File: src/rtl/ex_alu_unit.sv
// Execute-stage ALU core: ALU control decode, B-operand mux, ALU, zero flag, branch-target adder.
// Latency: 1 cycle for alu_result/zero/add_result; alu_sel is combinational (0 cycles).
// Backpressure: no handshake; stall high freezes all registered outputs, alu_sel keeps tracking.
//
// Ports:
//   clk, rst_n          rising-edge clock, asynchronous active-low reset
//   stall               hold registered outputs
//   aluop[1:0]          operation class from main control
//   alusrc              1: B = s_extend, 0: B = rdata2
//   npc[31:0]           next PC (word-indexed)
//   rdata1/rdata2[31:0] register operands A and B
//   s_extend[31:0]      sign-extended immediate, [5:0] doubles as funct
//   alu_result[31:0]    registered ALU result
//   zero                registered, 1 when ALU result is 0
//   add_result[31:0]    registered branch target npc + s_extend
//   alu_sel[2:0]        combinational ALU select (debug visibility)
//
// Build option: define ALU_NOR_EN to add NOR (funct 100111 -> alu_sel 100).
module ex_alu_unit (
  input  logic        clk,
  input  logic        rst_n,
  input  logic        stall,
  input  logic [1:0]  aluop,
  input  logic        alusrc,
  input  logic [31:0] npc,
  input  logic [31:0] rdata1,
  input  logic [31:0] rdata2,
  input  logic [31:0] s_extend,
  output logic [31:0] alu_result,
  output logic        zero,
  output logic [31:0] add_result,
  output logic [2:0]  alu_sel
);

  localparam logic [2:0] SEL_AND = 3'b000;
  localparam logic [2:0] SEL_OR  = 3'b001;
  localparam logic [2:0] SEL_ADD = 3'b010;
  localparam logic [2:0] SEL_INV = 3'b011;
  localparam logic [2:0] SEL_NOR = 3'b100;
  localparam logic [2:0] SEL_SUB = 3'b110;
  localparam logic [2:0] SEL_SLT = 3'b111;

  logic [2:0]  w_alu_sel;
  logic [31:0] w_b;
  logic [31:0] w_alu;
  logic [31:0] w_add;
  logic [31:0] r_alu_result;
  logic        r_zero;
  logic [31:0] r_add_result;

  // ALU control decode
  always_comb begin
    w_alu_sel = SEL_INV;
    case (aluop)
      2'b00: w_alu_sel = SEL_ADD;
      2'b01: w_alu_sel = SEL_SUB;
      2'b10: begin
        case (s_extend[5:0])
          6'b100000: w_alu_sel = SEL_ADD;
          6'b100010: w_alu_sel = SEL_SUB;
          6'b100100: w_alu_sel = SEL_AND;
          6'b100101: w_alu_sel = SEL_OR;
          6'b101010: w_alu_sel = SEL_SLT;
`ifdef ALU_NOR_EN
          6'b100111: w_alu_sel = SEL_NOR;
`endif
          default:   w_alu_sel = SEL_INV;
        endcase
      end
      default: w_alu_sel = SEL_INV;
    endcase
  end

  assign w_b = alusrc ? s_extend : rdata2;

  always_comb begin
    w_alu = 32'd0;
    case (w_alu_sel)
      SEL_AND: w_alu = rdata1 & w_b;
      SEL_OR:  w_alu = rdata1 | w_b;
      SEL_ADD: w_alu = rdata1 + w_b;
      SEL_SUB: w_alu = rdata1 - w_b;
      SEL_SLT: w_alu = ($signed(rdata1) < $signed(w_b)) ? 32'd1 : 32'd0;
`ifdef ALU_NOR_EN
      SEL_NOR: w_alu = ~(rdata1 | w_b);
`endif
      // Invalid selects produce 0, which deliberately reports zero=1.
      default: w_alu = 32'd0;
    endcase
  end

  // PC is word-indexed, so the branch offset is added without a shift.
  assign w_add = npc + s_extend;

  always_ff @(posedge clk or negedge rst_n) begin
    if (!rst_n) begin
      r_alu_result <= 32'd0;
      r_zero       <= 1'b0;
      r_add_result <= 32'd0;
    end else if (!stall) begin
      r_alu_result <= w_alu;
      r_zero       <= (w_alu == 32'd0);
      r_add_result <= w_add;
    end
  end

  assign alu_result = r_alu_result;
  assign zero       = r_zero;
  assign add_result = r_add_result;
  assign alu_sel    = w_alu_sel;

endmodule

File: config.mk
export PLATFORM = sky130hd
export DESIGN_NAME = ex_alu_unit
export DESIGN_NICKNAME = d
export VERILOG_FILES = /design/src/rtl/ex_alu_unit.sv
export SDC_FILE = /design/constraint.sdc
export NUM_CORES = 1
export LEC_CHECK = 0
export BUFFER_PORTS_ARGS = -buffer_cell sky130_fd_sc_hd__buf_2
export CORE_MARGIN = 4
export CORE_UTILIZATION = 45
export DETAILED_ROUTE_END_ITERATION = 10
export GPL_ROUTABILITY_DRIVEN = 0
export GPL_TIMING_DRIVEN = 0
export PLACE_DENSITY = 0.68
export SLEW_MARGIN = 20
export SYNTH_ARGS = -nofsm -noshare
export SYNTH_HDL_FRONTEND = slang
export SYNTH_SLANG_ARGS = --single-unit
File: constraint.sdc
create_clock -name clk -period 3.42 [get_ports clk]
set_clock_uncertainty 0.15 [all_clocks]
set_input_delay 0 -clock clk [delete_from_list [all_inputs] [get_ports clk]]
set_output_delay 0 -clock clk [all_outputs]
set_load 0.005 [all_outputs]
; After elaboration in Yosys (flattened, before gate mapping)
; Index checks and enable logic that the tools add are counted.
[word_totals]
reg_bits = 65
in_bits = 134
output_inout_bits = 68
wordCells = 28
[classes]
add_sub_neg = 3
order_cmp = 1
n_eq_ne = 11
muxes = 5
bitwise = 2
n_reduce_logical = 3
[op_table]
columns = cell, count
row1 = one-hot mux 32 bit (5 select lines), 1
row2 = adder 32 bit, 2
row3 = bitwise AND 32 bit, 1
row4 = logical NOT 32 bit, 1
row5 = < comparator 32 bit, 1
row6 = two-way mux 32 bit, 1
row7 = bitwise OR 32 bit, 1
row8 = subtractor 32 bit, 1
row9 = equality test 6 bit (second input constant), 5
row10 = one-hot mux 3 bit (5 select lines), 1
row11 = one-hot mux 3 bit (3 select lines), 1
row12 = equality test 3 bit (second input constant), 2
row13 = equality test 3 x 1 -> 1 bit (second input constant), 1
row14 = equality test 3 x 2 -> 1 bit (second input constant), 1
row15 = logical NOT 3 bit, 1
row16 = equality test 2 x 1 -> 1 bit (second input constant), 1
row17 = equality test 2 bit (second input constant), 1
row18 = logical NOT 2 bit, 1
row19 = two-way mux 1 bit, 1

; Logic depth before layout (Yosys ltp)
; Gate-level depths: netlist (run 1).
[depth]
ltp_word = 6
depth_mapped = 19
ltp_nobuf = 16

; Worst setup path after synthesis (run 1)
; Ideal clock, no wire load.
[synth_timing]
path_type = input -> register
from = input alusrc
to = register r_zero, in the netlist zero
setup_ps = 92
arrival_ps = 3868
t_required_ps = 3178
path_slack_ps = -689
stages = 16
path_buffers = 2
path_cell_list = clkbuf_1 -> buf_1 -> mux2i_1 -> inv_1 -> ha_1 -> a211oi_2 -> o211ai_2 -> a41o_4 -> a211oi_4 -> o21bai_2 -> o41ai_2 -> a21oi_1 -> or4b_4 -> nor4_2 -> nand3b_1 -> o31ai_2
[synth_via]
elab_chain_len = 5
word_cells_on_any_way = 9
classes_between = add/sub (2) / order compare (1) / mux (3) / bitwise (2) / reduce/logical (1)
[synth_rtl]
columns = element, line
row1 = "start, declared", 24  ; input logic alusrc,
row2 = two-way mux 32 bit (*), 74  ; assign w_b = alusrc ? s_extend : rdata2;
row3 = < comparator 32 bit, 83  ; SEL_SLT: w_alu = ($signed(rdata1) < $signed(w_b)) ? 32'd1 : 32'd0;
row4 = two-way mux 1 bit, 83
row5 = one-hot mux 32 bit (5 select lines) (*), 78  ; case (w_alu_sel)
row6 = logical NOT 32 bit (*), 102  ; r_zero <= (w_alu == 32'd0);
row7 = "end signal, assigned", 102
row8 = "end, declared", 48  ; logic r_zero;
; Mark *: on every way between the ends. The rest lies on a longest branch, timed or not.
; A chain may end at the register's enable or synchronous reset.

; Worst setup path in the final report (run 1)
[layout_timing]
from = input aluop[1]
to = register r_zero, in the netlist zero
[layout_via]
elab_chain_len = 5
word_cells_on_any_way = 11
classes_between = eq/ne (6) / mux (2) / reduce/logical (3)
[layout_rtl]
columns = element, line
row1 = "start, declared", 23  ; input logic [1:0] aluop,
row2 = "equality test 2 bit, or another cell as far along", 54  ; case (aluop)
row3 = one-hot mux 3 bit (3 select lines) (*), 54
row4 = "equality test 3 bit, or another cell as far along", 78
row5 = one-hot mux 32 bit (5 select lines) (*), 78
row6 = logical NOT 32 bit (*), 102
; Marked as above.

==> results of run 1 <==
## power by group through the flow
stage	combinational, µW	sequential [µW]	clock [µW]
6_report	2310	1010	1070
5_1_grt	2510	1030	1120
4_1_cts	2200	1010	1080
3_5_place_dp	2060	1020	0
3_3_place_gp	2030	1020	0
2_1_floorplan	1320	1020	0
## path summary, 6_finish.rpt
check	start	slack, ns	end
worst max-delay path	aluop[1]	-0.11	zero
worst min-delay path	s_extend[29]	0.02	add_result[29]
worst max register to register	alu_result[9]	2.45	alu_result[9]
worst min register to register	alu_result[18]	0.32	alu_result[18]
max in group asynchronous	rst_n	2.57	add_result[19]
min in group asynchronous	rst_n	0.03	alu_result[3]
## per-stage QoR
| stage | utilization | worst slack, ns | instance area [µm²] | total power [µW] | cells |
|---|---|---|---|---|---|
| 2_1_floorplan | - | 0.000207 | 10100 | 2340 | 1299 |
| 3_3_place_gp | 0.525 | -1.06 | 11400 | 3050 | 1779 |
| 3_5_place_dp | 0.526 | -1.09 | 11400 | 3090 | 1780 |
| 4_1_cts | 0.568 | -0.0661 | 12400 | 4290 | 1819 |
| 5_1_grt | 0.580 | -0.217 | 12600 | 4650 | 1822 |
| 6_report | 0.580 | -0.106 | 12600 | 4390 | 1823 |
## critical path: stages
cell	delay (ns)
buf_2	0.15
nor4b_2	0.20
a31oi_2	0.52
buf_2	0.41
buf_2	0.35
buf_2	0.37
buf_1	0.52
nor2_1	0.10
a311oi_1	0.28
a31oi_1	0.12
nor3_1	0.23
nand4b_1	0.15
o31ai_2	0.19
## routing by layer
layer	GRT usage	part of all wire	up-vias	wire length (µm)
met2	0.478	0.44	641	17100
met1	0.370	0.39	5235	15200
met5	0	0	-	0
met4	0.206	0.080	0	3060
met3	0.0581	0.083	165	3210
li1	-	-	5249	-
## final cells by class
cell class | instances | area [µm²] | area share
well taps | 280 | 350 | 0.0278
multi-input cells | 1057 | 8190 | 0.649
repair buffers | 228 | 1280 | 0.101
plain buffers | 66 | 404 | 0.0320
diodes | 1 | 2.50 | 0.000198
clock inverters | 5 | 103 | 0.00814
inverters | 110 | 413 | 0.0327
flip-flops and latches | 65 | 1630 | 0.129
clock buffers | 11 | 243 | 0.0192
## layout by cell type, fill, tap and decap left out, drive strengths merged, types with 25 or more instances in the layout
cell / instances
nand2b: 27
mux2: 25
mux2i: 40
dfrtp: 65
nand2: 122
o21ai: 94
nor3: 30
a21o: 34
buf: 247
nor2: 99
ha: 129
inv: 109
a21oi: 106
clkbuf: 49
## cell families after synthesis
kind of cell,Yosys count
XOR/XNOR,35
adder cells (fa/ha/maj),132
AND/OR/NAND/NOR,388
AO/OA/AOI/OAI,437
flip-flops,65
multiplexers,65
buffers and inverters,177
## what timing repair did
item,4_1_cts,5_1_grt
gates resized for setup,67,42
pin swaps,20,8
hold endpoints to repair,70,0
hold buffers,10,0
setup buffers,14,3
setup endpoints to repair,13,13
## registers in the layout, summed over array words and instances, names as in the netlist
| register | flops |
|---|---|
| alu_result | 32 |
| zero | 1 |
| add_result | 32 |
==> flow_metrics.py, run 1 <==
metrics = {
    "timing": {
        "hold_viol": 0,
        "finalSetupViolCount": 3,
        "maxSlewHeadroom": 0.397,
        "layout_min_cycle_time_ns": 3.53,
        "slew_viol_final": 0,
        "finalCritPeriodShare": 1.03,
        "rsz0062_at_grt": "true",
        "finalSetupTns_ns": -0.218,
        "hold_slack_ns": 0.0199,
        "tightest_slew_ns": 0.904,
        "max_freq_ghz": 0.284,
        "layout_setup_ws_ns": -0.106,
    },
    "logic_synthesis": {
        "yosys-top-cells-count": "ha_1, nand2_1, a21oi_1, inv_1, nor2_1",
        "synth_top_area_frac": 0.164,
        "syn_nets": 1565,
        "synth_area_leaders": "dfrtp_1, ha_1, a21oi_1",
        "synth_mux_area_frac": 0.0688,
        "async_flop_share": 1.00,
        "synth_edf_count": 0,
        "post_synth.cell_area_avg_um2": 7.63,
        "synth_adder_area_share": 0.169,
        "synthSimpleGateAreaFrac": 0.190,
        "ys_warn_count": 0,
        "synth_area_mm2": 0.00991,
        "synth-compound-area-share": 0.304,
        "yosysSeqAreaShare": 0.164,
        "synth_xor_area_frac": 0.0309,
        "synth_top_family_by_area": "compound AO/OA/AOI/OAI gates",
        "syn_inst": 1299,
        "synth.most_common_cell": "ha_1",
        "synth_flop_cell": "dfrtp_1",
        "synth_top_cell_by_area": "dfrtp_1",
        "ys_ff_latch": 65,
        "synth_cell_type_count": 90,
    },
    "clocking": {
        "cts_root_buffer": "clkbuf_16",
        "htree_levels": 3,
        "clk_latency_ns": 0.32,
        "clk_pin_slew_worst_paths_ns": 0.06,
        "cts_buffers": 9,
        "clockBufferDepth": 2,
        "cts_tree": "built",
        "cts_num_sinks": 65,
    },
    "setup_path": {
        "startpoint_type": "primary input",
        "crit_type": "in2reg",
        "crit_required_ns": 3.51,
        "crit_path_max_fanout": 10,
        "critPathCaptureType": "register",
        "reg2reg_depth": 1,
        "critPathArrivalTime_ns": 3.61,
    },
    "floorplan": {
        "core_area_mm2": 0.0218,
        "io_pins": 202,
        "die_x_um": 156,
        "start_util": 0.456,
        "fp.dieH_um": 156,
        "fp-row-count": 54,
        "die-area_mm2": 0.0245,
    },
    "cells_and_area": {
        "nets": 1803,
        "area.growth.synth_to_final_pct": 27.2,
        "drive_gt1_frac": 0.267,
        "fill_cells": 2059,
    },
    "power_and_ir_drop": {
        "p_comb_frac": 0.525,
        "power_switching_share": 0.407,
        "power_density_mw_per_mm2": 348,
        "p_switching_uw": 1790,
        "p_int_uw": 2600,
        "power.leakage_uw": 0.00582,
        "p_clk_frac": 0.244,
        "seqPwrFrac": 0.231,
        "peakVddDrop_mv": 0.312,
    },
    "min_path": {
        "worstHoldPathCells": 4,
        "hold_class": "in2reg",
    },
    "global_routing": {
        "gr-usage-all-layers": 0.302,
        "grt_overflow": 0,
        "antenna_found_initial": 0,
        "grt_pass1_vias": 11000,
        "grt_pass1_wl_um": 58400,
        "grt_start_max_net_pins": 44,
    },
    "drt": {
        "wl_per_cell_um": 21.1,
        "drt_iter0_drc": 896,
        "postRouteAntennaNets": 0,
        "dr.pass1.iters": 6,
        "via_count": 11300,
        "vias_per_cell": 6.19,
        "post-route-drc-count": 0,
        "routed_wl_um": 38500,
    },
    "job": {
        "drv_cap": 0,
    },
    "outcome": {
        "violations": "setup timing",
        "status": "finished with violations",
    },
    "placement": {
        "io_buffers": 200,
        "dp_hpwl_um": 30900,
    },
}
No activity file was read; power rests on OpenSTA's default activity.
==> run 2: changes to the inputs <==
Settings changed: HOLD_SLACK_MARGIN set to 0.02.
==> flow_metrics.py, run 2 (synthesis results as in run 1) <==
metrics = {
    "outcome": {
        "status": "finished with violations",
        "violations": "setup timing",
    },
    "global_routing": {
        "gr-usage-all-layers": 0.302,
        "grt_start_max_net_pins": 44,
        "grt_overflow": 0,
        "grt_pass1_vias": 11000,
        "antenna_found_initial": 0,
        "grt_pass1_wl_um": 58500,
    },
    "timing": {
        "finalSetupViolCount": 3,
        "finalCritPeriodShare": 1.03,
        "finalSetupTns_ns": -0.223,
        "layout_setup_ws_ns": -0.106,
        "max_freq_ghz": 0.284,
        "tightest_slew_ns": 0.905,
        "slew_viol_final": 0,
        "layout_min_cycle_time_ns": 3.53,
        "rsz0062_at_grt": "true",
        "hold_viol": 0,
        "maxSlewHeadroom": 0.397,
    },
    "setup_path": {
        "critPathCaptureType": "register",
        "startpoint_type": "primary input",
        "crit_path_max_fanout": 10,
        "critPathArrivalTime_ns": 3.58,
        "crit_type": "in2reg",
        "crit_required_ns": 3.47,
    },
    "drt": {
        "dr_wl_met2_um": 17100,
        "dr.pass1.iters": 5,
        "routed_wl_um": 38600,
        "top_layer_used": "met4",
        "vias_per_cell": 6.19,
        "via_count": 11300,
        "m1WireLength_um": 15100,
        "wl_met3_um": 3340,
        "drt_iter0_drc": 946,
        "post-route-drc-count": 0,
        "postRouteAntennaNets": 0,
        "wl_per_cell_um": 21.2,
    },
    "clocking": {
        "cts_tree": "built",
        "cts_buffers": 9,
        "clk_pin_slew_worst_paths_ns": 0.06,
        "clockBufferDepth": 2,
        "clk_latency_ns": 0.32,
        "cts_num_sinks": 65,
        "htree_levels": 3,
        "cts_root_buffer": "clkbuf_16",
    },
    "cells_and_area": {
        "final_common_cell": "buf_2",
        "nets": 1804,
        "fill_cells": 2059,
        "drive_gt1_frac": 0.266,
        "design_area_mm2": 0.0126,
        "seqCellArea_mm2": 0.00163,
        "area.growth.synth_to_final_pct": 27.3,
        "multiInputGateArea_mm2": 0.00819,
        "diodes": 0,
        "final_cell_mix": "buf_2, nand2_1, ha_1",
    },
    "floorplan": {
        "fp-row-count": 54,
        "start_util": 0.456,
        "io_pins": 202,
        "fp.dieH_um": 156,
        "die-area_mm2": 0.0245,
        "die_x_um": 156,
        "core_area_mm2": 0.0218,
    },
    "placement": {
        "io_buffers": 200,
        "dp_hpwl_um": 30900,
        "postPlaceCellArea_mm2": 0.0114,
        "preCtsSetupSlack_ns": -1.09,
    },
    "power_and_ir_drop": {
        "power_density_mw_per_mm2": 349,
        "power.leakage_uw": 0.00582,
        "total_power_uw": 4400,
        "peakVddDrop_mv": 0.315,
    },
    "min_path": {
        "hold_class": "in2async",
    },
    "job": {
        "drv_cap": 0,
    },
}
## run 2: where the power goes
part / switching [µW] / total, µW / internal, µW
Sequential: 89.5 / 1010 / 923
Combinational: 1360 / 2310 / 952
Clock: 347 / 1080 / 731
## run 2: worst paths after layout
path | to | slack, ns | depth (start not counted) | from
hold reg to reg | add_result[16] | 0.33 | 2 | add_result[16]
hold / removal | alu_result[3] | 0.03 | 3 | rst_n
max in group asynchronous | add_result[12] | 2.58 | 3 | rst_n
setup reg to reg | alu_result[9] | 2.45 | 1 | alu_result[9]
min in group clk | add_result[27] | 0.03 | 4 | npc[27]
setup / recovery | zero | -0.11 | 10 | s_extend[2]
## run 2: critical path, stage by stage
cell      delay (ns)
buf_2           0.17
nor4b_2         0.49
a31o_2          0.39
clkbuf_1        0.52
clkbuf_1        0.60
clkbuf_1        0.51
a41oi_1         0.19
a41oi_1         0.45
nand3b_1        0.19
o31ai_2         0.07
## run 2: layout make-up
class	instances	share of cell area
sequential	65	0.129
tap	280	0.0278
buffer	66	0.0320
timing repair buffer	229	0.102
multi-input combinational	1057	0.649
clock inverter	5	0.00813
inverter	110	0.0327
clock buffer	11	0.0192
## run 2: routing by layer
metal | track usage | vias to the layer above
met5 | 0 | -
met4 | 0.206 | 0
met3 | 0.0581 | 173
met2 | 0.479 | 641
met1 | 0.370 | 5215
li1 | - | 5249
## run 2: timing repair
item,4_1_cts,5_1_grt
endpoints found under the setup margin,13,13
hold buffers,11,0
gates resized for setup,67,42
pin swaps,20,8
endpoints found under the hold margin,70,0
setup buffers,14,3
## run 2: per-stage QoR
stage / hold slack [ns] / util / std cells
after floorplan: -0.446 / - / 1299
after global placement: 0.239 / 0.525 / 1779
after detailed placement: -0.221 / 0.526 / 1780
after CTS: 0.0282 / 0.569 / 1820
after global routing: 0.0706 / 0.580 / 1823
final: 0.0251 / 0.580 / 1823
==> run 3: changes to the inputs <==
Settings changed: CORE_UTILIZATION 45 to 46, PLACE_DENSITY 0.68 to 0.69.
Clock period 3.42 ns to 4.1 ns, I/O delays scaled along.
==> flow_metrics.py, run 3 (synthesis results as in run 1) <==
metrics = {
    "cells_and_area": {
        "diodes": 0,
        "seqCellArea_mm2": 0.00163,
        "nets": 1791,
        "design_area_mm2": 0.0120,
        "multiInputGateArea_mm2": 0.00777,
        "fin_util": 0.570,
        "final_common_cell": "buf_2",
        "final_cell_mix": "buf_2, ha_1, nand2_1",
        "drive_gt1_frac": 0.224,
        "fill_cells": 2020,
        "area.growth.synth_to_final_pct": 21.3,
    },
    "power_and_ir_drop": {
        "power_switching_share": 0.413,
        "p_int_uw": 2060,
        "power.leakage_uw": 0.00570,
        "seqPwrFrac": 0.242,
        "p_clk_frac": 0.244,
        "peakVddDrop_mv": 0.177,
        "p_switching_uw": 1450,
        "power_density_mw_per_mm2": 292,
        "p_comb_frac": 0.514,
    },
    "setup_path": {
        "crit_path_max_fanout": 10,
        "reg2reg_depth": 3,
        "path_cells": "clkbuf_4 > buf_12 > mux2i_1 > ha_1 > or3_1 > or4_1 > a2111o_1 > nand3_1 > a31oi_1 > o211ai_1 > a32oi_1 > nor3_2 > nand4b_1 > o31ai_2",
        "crit_type": "in2reg",
        "r2r_setup_slack_ns": 2.71,
        "crit_start": "alusrc",
        "critPathCaptureType": "register",
        "reg2reg_to": "add_result[31]",
        "crit_required_ns": 4.20,
        "critPathArrivalTime_ns": 4.08,
        "critPathMaxStageDelay_ns": 0.54,
        "startpoint_type": "primary input",
        "endpoint": "zero",
        "crit_path_top_delay_cell": "mux2i_1",
        "rr_startpoint": "add_result[31]",
    },
    "timing": {
        "layout_min_cycle_time_ns": 3.98,
        "finalSetupViolCount": 0,
        "tightest_slew_ns": 1.04,
        "slew_viol_final": 0,
        "layout_setup_ws_ns": 0.119,
        "finalSetupTns_ns": 0,
        "maxSlewHeadroom": 0.309,
        "hold_viol": 0,
        "max_freq_ghz": 0.251,
        "finalCritPeriodShare": 0.971,
        "rsz0062_at_grt": "false",
    },
    "drt": {
        "wl_met3_um": 3500,
        "dr_wl_met2_um": 16400,
        "wl_per_cell_um": 20.9,
        "m1WireLength_um": 14900,
        "top_layer_used": "met5",
        "dr.pass1.iters": 5,
        "via_count": 11300,
        "vias_per_cell": 6.24,
        "post-route-drc-count": 0,
        "routed_wl_um": 37700,
        "postRouteAntennaNets": 0,
        "drt_iter0_drc": 848,
    },
    "global_routing": {
        "antenna_found_initial": 2,
        "grt_pass1_wl_um": 57500,
        "gr-usage-all-layers": 0.300,
        "grt_start_max_net_pins": 42,
        "grt_overflow": 0,
        "grt_pass1_vias": 10700,
    },
    "floorplan": {
        "die-area_mm2": 0.0240,
        "io_pins": 202,
        "core_area_mm2": 0.0211,
        "start_util": 0.470,
        "fp.dieH_um": 155,
        "die_x_um": 155,
        "fp-row-count": 53,
    },
    "clocking": {
        "clockBufferDepth": 2,
        "clk_latency_ns": 0.33,
        "cts_buffers": 9,
        "cts_tree": "built",
        "cts_root_buffer": "clkbuf_16",
        "clk_pin_slew_worst_paths_ns": 0.06,
        "cts_num_sinks": 65,
        "htree_levels": 3,
    },
    "placement": {
        "dp_hpwl_um": 30300,
        "postPlaceCellArea_mm2": 0.0113,
        "preCtsSetupSlack_ns": -1.12,
        "io_buffers": 200,
    },
    "min_path": {
        "hold_class": "in2reg",
        "worstHoldStart": "npc[22]",
    },
    "outcome": {
        "status": "complete, no violations",
    },
    "job": {
        "drv_cap": 0,
    },
}
run 3: cell count changes in the layout (fill, tap and decap cells not counted), moves of 4 or more:
cell,previous run,this run
mux2i_4,16,4
buf_4,18,7
ha_1,118,128
mux2i_1,18,26
ha_2,6,1
ha_4,5,0
a2111oi_2,4,0
a21oi_1,101,105
a21oi_2,5,1
mux2i_2,6,10
o21ai_2,5,1
run 3: per-stage QoR:
| step | hold WS [ns] | instances | total power [µW] |
|---|---|---|---|
| after CTS | 0.0214 | 1804 | 3450 |
| after global routing | 0.0523 | 1805 | 3710 |
| after floorplan | -0.446 | 1299 | 1930 |
| after global placement | 0.209 | 1774 | 2520 |
| final | 0.0352 | 1805 | 3510 |
| after detailed placement | -0.212 | 1775 | 2550 |
run 3: cell type report:
class,count,area share
sequential,65,0.135
clock buffer,11,0.0210
inverter,110,0.0344
tap,275,0.0286
clock inverter,5,0.00645
buffer,65,0.0286
multi-input combinational,1057,0.647
timing repair buffer,217,0.0989
run 3: how the worst min path moves through the flow:
stage	endpoint	cells past startpoint
3_5_place_dp	add_result[2]	1
6_report	add_result[23]	5
4_1_cts	add_result[20]	4
2_1_floorplan	add_result[0]	0
5_1_grt	add_result[27]	4
3_3_place_gp	add_result[0]	3
run 3: repair_timing:
action                                 in CTS  in global routing
pin swaps                                   1                  8
buffers inserted                            0                  2
resized for setup                          31                 31
endpoints found under the hold margin      72                  0
hold buffers                               14                  0
setup endpoints to repair                  11                  2
cloned                                      0                  0
run 3: layer usage:
layer / vias to the layer above / track usage
li1: 5208 / -
met4: 4 / 0.192
met3: 169 / 0.0562
met5: - / 0
met2: 653 / 0.468
met1: 5233 / 0.381
run 3: power by group through the flow:
| stage | Sequential [µW] | Clock (µW) | Combinational, µW |
|---|---|---|---|
| after floorplan | 855 | 0 | 1070 |
| after global placement | 854 | 0 | 1670 |
| after detailed placement | 854 | 0 | 1690 |
| after CTS | 845 | 861 | 1740 |
| after global routing | 861 | 893 | 1960 |
| final | 848 | 855 | 1810 |
run 3: critical path, delay by kind of cell:
kind,cells,cell delay [ns]
compound gates,5,1.44
mux,1,0.54
fa+ha+maj,1,0.38
simple gates,5,1.35
buf+inv,2,0.36
